==> config.mk <==
export PLATFORM = sky130hd
export DESIGN_NAME = intbus_rd_master
export DESIGN_NICKNAME = d
export VERILOG_FILES = /design/src/rtl/intbus_rd_master.sv
export SDC_FILE = /design/constraint.sdc
export NUM_CORES = 1
export LEC_CHECK = 0
export CORE_MARGIN = 2
export CORE_UTILIZATION = 36
export DETAILED_ROUTE_END_ITERATION = 10
export PLACE_DENSITY = 0.8
export SYNTH_ARGS = -nofsm -noshare
export SYNTH_HDL_FRONTEND = slang
export SYNTH_SLANG_ARGS = --single-unit
==> constraint.sdc <==
create_clock -name clk_i -period 3.8 [get_ports clk_i]
set_input_delay 0.95 -clock clk_i [delete_from_list [all_inputs] [get_ports clk_i]]
set_output_delay 0.95 -clock clk_i [all_outputs]
set_load 0.01 [all_outputs]
==> src/rtl/intbus_rd_master.sv <==
// Host-to-intbus master: issues one read or write per request, waits for rvalid or times out.
// Optional timeout statistic counter enabled by defining INTBUS_RD_MASTER_TIMEOUT_STAT_EN.
module intbus_rd_master #(
  parameter int                    ADDR_WIDTH   = 30,
  parameter int                    DATA_WIDTH   = 32,
  parameter int                    TIMEOUT      = 64,
  parameter logic [DATA_WIDTH-1:0] TIMEOUT_DATA = 32'hDEADBEEF
) (
  input  logic                  clk_i,
  input  logic                  rst_i,
  input  logic                  req_valid_i,
  output logic                  req_ready_o,
  input  logic                  req_wr_i,
  input  logic [ADDR_WIDTH-1:0] req_addr_i,
  input  logic [DATA_WIDTH-1:0] req_wdata_i,
  output logic                  resp_valid_o,
  input  logic                  resp_ready_i,
  output logic [DATA_WIDTH-1:0] resp_data_o,
  output logic                  resp_timeout_o,
  output logic [ADDR_WIDTH-1:0] bus_addr_o,
  output logic                  bus_rd_o,
  output logic                  bus_wr_o,
  output logic [DATA_WIDTH-1:0] bus_wdata_o,
  input  logic [DATA_WIDTH-1:0] bus_rdata_i,
  input  logic                  bus_rvalid_i,
  output logic [15:0]           timeout_cnt_o
);

  localparam int TW = $clog2(TIMEOUT) + 1;
  localparam logic [TW-1:0] TIMER_TERM = TW'(TIMEOUT - 1);

  typedef enum logic [1:0] {IDLE, RD_WAIT, RESP} state_e;

  state_e                state_q, state_d;
  logic [TW-1:0]         timer_q, timer_d;
  logic [ADDR_WIDTH-1:0] bus_addr_q, bus_addr_d;
  logic [DATA_WIDTH-1:0] bus_wdata_q, bus_wdata_d;
  logic                  bus_rd_q, bus_rd_d;
  logic                  bus_wr_q, bus_wr_d;
  logic [DATA_WIDTH-1:0] resp_data_q, resp_data_d;
  logic                  resp_timeout_q, resp_timeout_d;

  always_ff @(posedge clk_i or posedge rst_i) begin
    if (rst_i) begin
      state_q        <= IDLE;
      timer_q        <= '0;
      bus_addr_q     <= '0;
      bus_wdata_q    <= '0;
      bus_rd_q       <= 1'b0;
      bus_wr_q       <= 1'b0;
      resp_data_q    <= '0;
      resp_timeout_q <= 1'b0;
    end else begin
      state_q        <= state_d;
      timer_q        <= timer_d;
      bus_addr_q     <= bus_addr_d;
      bus_wdata_q    <= bus_wdata_d;
      bus_rd_q       <= bus_rd_d;
      bus_wr_q       <= bus_wr_d;
      resp_data_q    <= resp_data_d;
      resp_timeout_q <= resp_timeout_d;
    end
  end

  // Strobes default low so each is a single-cycle pulse; rvalid is only looked at in RD_WAIT.
  always_comb begin
    state_d        = state_q;
    timer_d        = timer_q;
    bus_addr_d     = bus_addr_q;
    bus_wdata_d    = bus_wdata_q;
    bus_rd_d       = 1'b0;
    bus_wr_d       = 1'b0;
    resp_data_d    = resp_data_q;
    resp_timeout_d = resp_timeout_q;
    case (state_q)
      IDLE: begin
        if (req_valid_i) begin
          bus_addr_d = req_addr_i;
          if (req_wr_i) begin
            bus_wdata_d    = req_wdata_i;
            bus_wr_d       = 1'b1;
            resp_data_d    = '0;
            resp_timeout_d = 1'b0;
            state_d        = RESP;
          end else begin
            bus_rd_d = 1'b1;
            timer_d  = '0;
            state_d  = RD_WAIT;
          end
        end
      end
      RD_WAIT: begin
        if (bus_rvalid_i) begin
          resp_data_d    = bus_rdata_i;
          resp_timeout_d = 1'b0;
          state_d        = RESP;
        end else if (timer_q == TIMER_TERM) begin
          resp_data_d    = TIMEOUT_DATA;
          resp_timeout_d = 1'b1;
          state_d        = RESP;
        end else begin
          timer_d = timer_q + 1'b1;
        end
      end
      RESP: begin
        if (resp_ready_i) begin
          state_d = IDLE;
        end
      end
      default: state_d = IDLE;
    endcase
  end

  assign req_ready_o    = (state_q == IDLE) & ~rst_i;
  assign resp_valid_o   = (state_q == RESP);
  assign resp_data_o    = resp_data_q;
  assign resp_timeout_o = resp_timeout_q;
  assign bus_addr_o     = bus_addr_q;
  assign bus_wdata_o    = bus_wdata_q;
  assign bus_rd_o       = bus_rd_q;
  assign bus_wr_o       = bus_wr_q;

`ifdef INTBUS_RD_MASTER_TIMEOUT_STAT_EN
  logic [15:0] stat_q;
  logic        timeout_evt;

  assign timeout_evt = (state_q == RD_WAIT) & ~bus_rvalid_i & (timer_q == TIMER_TERM);

  always_ff @(posedge clk_i or posedge rst_i) begin
    if (rst_i) begin
      stat_q <= '0;
    end else if (timeout_evt && (stat_q != 16'hFFFF)) begin
      stat_q <= stat_q + 16'd1;
    end
  end

  assign timeout_cnt_o = stat_q;
`else
  assign timeout_cnt_o = '0;
`endif

endmodule

==> results of run 1 <==
==> synthesized netlist by cell type, types with 2 or more instances <==
cell and n:
clkbuf_1 5, nand2_1 29, buf_2 7, dfrtp_1 106
mux2_2 33, buf_4 17, nand2b_1 3, nor3b_1 2
a22o_1 8, inv_1 4, buf_6 4, nor3_4 2
mux2_1 29, nor3_1 3, o41ai_1 2, o21ai_0 8
a21oi_1 28, and3_1 3, nor2_1 29
==> state kept, by name (all words and copies together), names as in the netlist <==
signal / cells
timer_q: 7
state_q: 2
bus_wr_o: 1
resp_timeout_o: 1
bus_wdata_o: 32
resp_data_o: 32
bus_addr_o: 30
bus_rd_o: 1
==> per-layer routing <==
metal / track usage (%) / share of wire (%) / routed length, um / up-vias
li1: - / - / - / 1540
met3: 4.942 / 7.5 / 827 / 15
met4: 5.122 / 2.1 / 230 / 0
met2: 30.10 / 52 / 5655 / 125
met1: 19.57 / 39 / 4250 / 1597
met5: 0 / 0 / 0 / -
==> area by class of cell <==
| cell class | instances | area, um2 | share of cell area (%) |
|---|---|---|---|
| flip-flops and latches | 106 | 2653 | 39.63 |
| multi-input cells | 212 | 1501 | 22.43 |
| inverters | 5 | 23.77 | 0.3551 |
| clock buffers | 11 | 252.7 | 3.776 |
| clock inverters | 5 | 60.06 | 0.8972 |
| well taps | 147 | 183.9 | 2.748 |
| repair buffers | 203 | 2019 | 30.17 |
==> through the flow <==
step,setup WS [ns],area (um2)
after global routing,0.6715,6694
after CTS,0.7162,6694
after detailed placement,0.6581,6381
final,0.7220,6694
after global placement,0.7051,6381
after floorplan,0.06111,4402
==> cell usage in the layout (no fill, tap or decap), types with 2 or more instances in the layout <==
cell,count
clkbuf_16,9
clkdlybuf4s50_1,198
nor3b_1,2
buf_4,5
nand2b_1,3
mux2_2,33
mux2_1,29
a22o_1,8
nor2_1,29
conb_1,16
and3_1,3
nand2_1,29
nor3_1,3
a21oi_1,28
dfrtp_1,106
o21ai_0,8
inv_4,2
clkbuf_8,2
o41ai_1,2
inv_1,3
nor3_4,2
==> cells by family after synthesis <==
family / after synthesis
buffers and inverters: 38
other: 1
muxes: 62
DFF: 106
AOI/OAI and AO/OA: 55
adders and majority gates: 1
and+or+nand+nor: 78
==> worst max-delay path: cells and delay by family <==
| family | cells | cell delay (ns) |
|---|---|---|
| AND/OR/NAND/NOR | 1 | 0.16 |
| buffers and inverters | 2 | 1.02 |
==> path summary, 6_finish.rpt <==
check,start,end,slack (ns),depth (start not counted)
hold / removal,timer_q[6],timer_q[6],0.48,1
setup / recovery,rst_i,req_ready_o,0.72,3
hold reg to reg,timer_q[6],timer_q[6],0.48,1
setup reg to reg,state_q[1],bus_wdata_o[5],1.65,4
min in group asynchronous,rst_i,bus_addr_o[11],1.08,2
max in group asynchronous,rst_i,resp_data_o[2],1.96,3
==> power by group through the flow <==
stage	registers (mW)	clock network (mW)	logic [mW]
after CTS	1.89	0.984	2.03
after detailed placement	1.91	0	2.03
after floorplan	2.09	0	0.623
final	1.88	0.958	2.00
after global routing	1.95	1.04	2.13
after global placement	1.88	0	1.98
==> flow_summary.ini, run 1 <==
[timing]
rsz0062_at_grt = no
hold_viol_final = 0
hold_ws_ns = 0.4826
finalCriticalPeriod_ns = 3.078
setup_viol = 0
worst_slew_pin_slew_ns = 0.8165
drv_slew = 0
skew_ns = 0.008977
period_share_pct = 81.00
tns_ns = 0
fmax_mhz = 324.9
relSlewSlack_pct = 45.44

[placement]
dp_hpwl_mm = 8.278
dp.cells = 673
place_congestion = 0.7440
port_buffers = 198

[clocking]
postCtsSetupBuffers = 0
cts_tree = built
clock_latency_ns = 0.34
cts_buffers = 9
clock_sinks = 106
cts-root-buf = clkbuf_16
cts.clk_slew.worst_paths_ns = 0.07
cts_hold_buf = 0
cts.path.max_buffers = 2
cts_resized = 0
cts.htree.levels = 3

[yosys]
yosys.area_share.simple_pct = 8.984
synth_area_leader_cell = dfrtp_1
syn_avg_cell_area_um2 = 12.74
synth_area_leaders = dfrtp_1, mux2_2, mux2_1
syn_area_um2 = 4345
synth_edf_count = 0
yosysUniqueCellTypes = 38
synth_top_area_share_pct = 61.04
yosys_warnings = 0
async_flop_share_pct = 100.0
synth_fa_ha_area_share_pct = 0.2879
synthMuxAreaShare_pct = 16.07
synth_compound_area_share_pct = 7.832
seq_area_frac_synth_pct = 61.04
synth_ff_type = dfrtp_1
synth_xor_area_share_pct = 0
synth_top_family_by_area = multiplexers
synth_cells = 341
ys_seq_elements = 106

[route]
routedWlPerCell_um = 15.91
drt_iter0_drc = 143
wl_mm = 10.96
via_count = 3277
viasPerCell = 4.756
drc = 0
antenna_left = 0
drtPass1Iterations = 4

[layout]
fin_cells = 689
final_layout_size_suffix_gt1_share_pct = 11.99
nets = 638
diodes = 0
syn2layout_area_growth_pct = 54.05
final.fill_count = 1020
final_util_pct = 56.20

[floorplanning]
rows = 40
start_util_pct = 36.48
core-area_um2 = 11910
die-area_um2 = 12970
die_h_um = 113.9
die_w_um = 113.9
io_pins = 215

[power]
switchingPower_mw = 1.446
power_density_nw_per_um2 = 722.5
p_int_mw = 3.390
sw_frac_of_total_pct = 29.91
p_total_mw = 4.836
power_frac_seq_pct = 38.9
vdd_drop_max_mv = 0.3547
power_frac_comb_pct = 41.3
p_leak_nw = 2.882
clock_power_share_pct = 19.8

[status]
status = completed

[run]
max_cap_violations = 0

[global_routing]
grt_max_degree = 53
globalRouteOverflowTotal = 0
first_global_vias = 3345
grt_first_pass_wirelength_mm = 17.12
grt_usage_pct = 16.84
antenna_found_initial = 0

[setup_path]
cp-start-kind = input port
slowest_delay_ns = 0.56
crit_slowest_cell = clkdlybuf4s50_1
crit_top_cell = clkdlybuf4s50_1
critPathMaxFanout = 2
endpoint_kind = primary output
cp.required_ns = 2.85
worstPathCellList = clkdlybuf4s50_1, nor3_1, clkdlybuf4s50_1
path_class = input port to primary output
crit_arrival_ns = 2.13

[hold_path]
hp-class = register to register
(Power assumes the default switching activity.)
==> inputs of run 2 (changes only) <==
--- a/config.mk
+++ b/config.mk
@@ -6,9 +6,9 @@
 export NUM_CORES = 1
 export LEC_CHECK = 0
 export CORE_MARGIN = 2
-export CORE_UTILIZATION = 36
+export CORE_UTILIZATION = 40
 export DETAILED_ROUTE_END_ITERATION = 10
-export PLACE_DENSITY = 0.8
+export PLACE_DENSITY = 0.84
 export SYNTH_ARGS = -nofsm -noshare
 export SYNTH_HDL_FRONTEND = slang
 export SYNTH_SLANG_ARGS = --single-unit
==> constraint.sdc (replaced) <==
create_clock -name clk_i -period 3 [get_ports clk_i]
set_input_delay 0.75 -clock clk_i [delete_from_list [all_inputs] [get_ports clk_i]]
set_output_delay 0.75 -clock clk_i [all_outputs]
set_load 0.01 [all_outputs]
==> run 2 against run 1 <==
  * Clock power is 12% lower
  * Core utilization rose by 5.3 points
  * Sequential power grew 26%
==> flow_summary.ini, run 2 (synthesis gave the netlist of run 1 again) <==
[route]
routedLengthMet1_mm = 4.220
wl_mm = 10.97
top_layer = met4
dr_wl_met3_um = 805
drc = 0
viasPerCell = 4.848
wl_met2_mm = 5.693
drt_iter0_drc = 169
antenna_left = 0
routedWlPerCell_um = 16.06
via_count = 3311
drtPass1Iterations = 4

[layout]
diodes = 0
final_layout_size_suffix_gt1_share_pct = 12.15
final_common_cell = clkdlybuf4s50_1
syn2layout_area_growth_pct = 51.37
nets = 639
layout_common_cells = clkdlybuf4s50_1, dfrtp_1, mux2_2

[status]
status = completed

[setup_path]
cp.required_ns = 2.25
critPathMaxFanout = 2
r2r_end = state_q[1]
timing.reg2reg.setup_slack_ns = 1.12
cp-start-kind = input port
r2r-start = state_q[1]
endpoint_kind = primary output
r2r_cells = 4
crit_arrival_ns = 1.91
path_class = input port to primary output

[timing]
finalCriticalPeriod_ns = 2.659
period_share_pct = 88.62
worst_slack_ns = 0.3415
setup_viol = 0
tns_ns = 0
skew_ns = 0.01682
rsz0062_at_grt = no
hold_viol_final = 0
fmax_mhz = 376.1
worst_slew_pin_slew_ns = 0.8165
drv_slew = 0
relSlewSlack_pct = 45.43

[placement]
pre_cts_ws_ns = 0.3375
dp_hpwl_mm = 8.013
port_buffers = 198
place_congestion = 0.8085

[floorplanning]
rows = 38
start_util_pct = 40.62
die_h_um = 108.2
io_pins = 215
die_w_um = 108.2
core-area_um2 = 10700
die-area_um2 = 11710

[clocking]
cts.path.max_buffers = 2
clock_latency_ns = 0.38
cts-root-buf = clkbuf_8
cts_resized = 0
postCtsSetupBuffers = 0
cts_buffers = 9
cts.htree.levels = 3
cts.clk_slew.worst_paths_ns = 0.09
cts_hold_buf = 0
clock_sinks = 106
cts_tree = built

[global_routing]
grt_usage_pct = 18.82
grt_first_pass_wirelength_mm = 16.93
grt_max_degree = 107
first_global_vias = 3336
antenna_found_initial = 0
globalRouteOverflowTotal = 0

[hold_path]
min-delay-start = bus_wdata_o[22]
hp-class = register to register
worstHoldEndpoint = bus_wdata_o[22]
hold_depth = 1

[power]
power_density_nw_per_um2 = 874.9
p_leak_nw = 2.819
vdd_drop_max_mv = 0.3527

[run]
max_cap_violations = 0
==> run 2: layer usage <==
layer | track usage, % | up-vias
met5 | 0 | -
met2 | 33.24 | 116
met3 | 6.028 | 23
li1 | - | 1539
met1 | 21.35 | 1633
met4 | 6.777 | 0
==> run 2: worst max-delay path by stage <==
stage	from	end	slack, ns	cells past startpoint
after floorplan	rst_i	bus_addr_o[0]	0.98	1
after global placement	rst_i	req_ready_o	0.32	3
after detailed placement	rst_i	req_ready_o	0.34	3
after CTS	rst_i	req_ready_o	0.33	3
after global routing	rst_i	req_ready_o	0.29	3
final	rst_i	req_ready_o	0.34	3
==> run 2: per-stage QoR <==
step	hold WS [ns]	area, um2	utilization (%)	std cells	total power, mW
6_report	0.4918	6578	61.49	683	5.755
3_5_place_dp	0.4722	6394	59.77	667	4.984
2_1_floorplan	0.4497	4405	-	356	3.433
4_1_cts	0.4971	6578	61.49	683	5.830
3_3_place_gp	0.4661	6394	59.77	667	4.882
5_1_grt	0.5093	6578	61.49	683	6.104
==> run 2: area by class of cell <==
cell class                 instances  area (um2)
timing repair buffer             204        2039
clock buffer                       9       123.9
inverter                           5       25.02
tap                              140       175.2
sequential                       106        2653
fill                             867        4120
multi-input combinational        212        1501
clock inverter                     7       60.06
==> run 2: critical path: stages <==
cell             delay (ns)
clkdlybuf4s50_1        0.46
nor3_1                 0.14
clkdlybuf4s50_1        0.56
==> run 2: power by group <==
group | total, mW | internal [mW] | switching [mW]
clock | 0.847 | 0.315 | 0.532
sequential | 2.36 | 2.04 | 0.324
combinational | 2.55 | 1.56 | 0.985
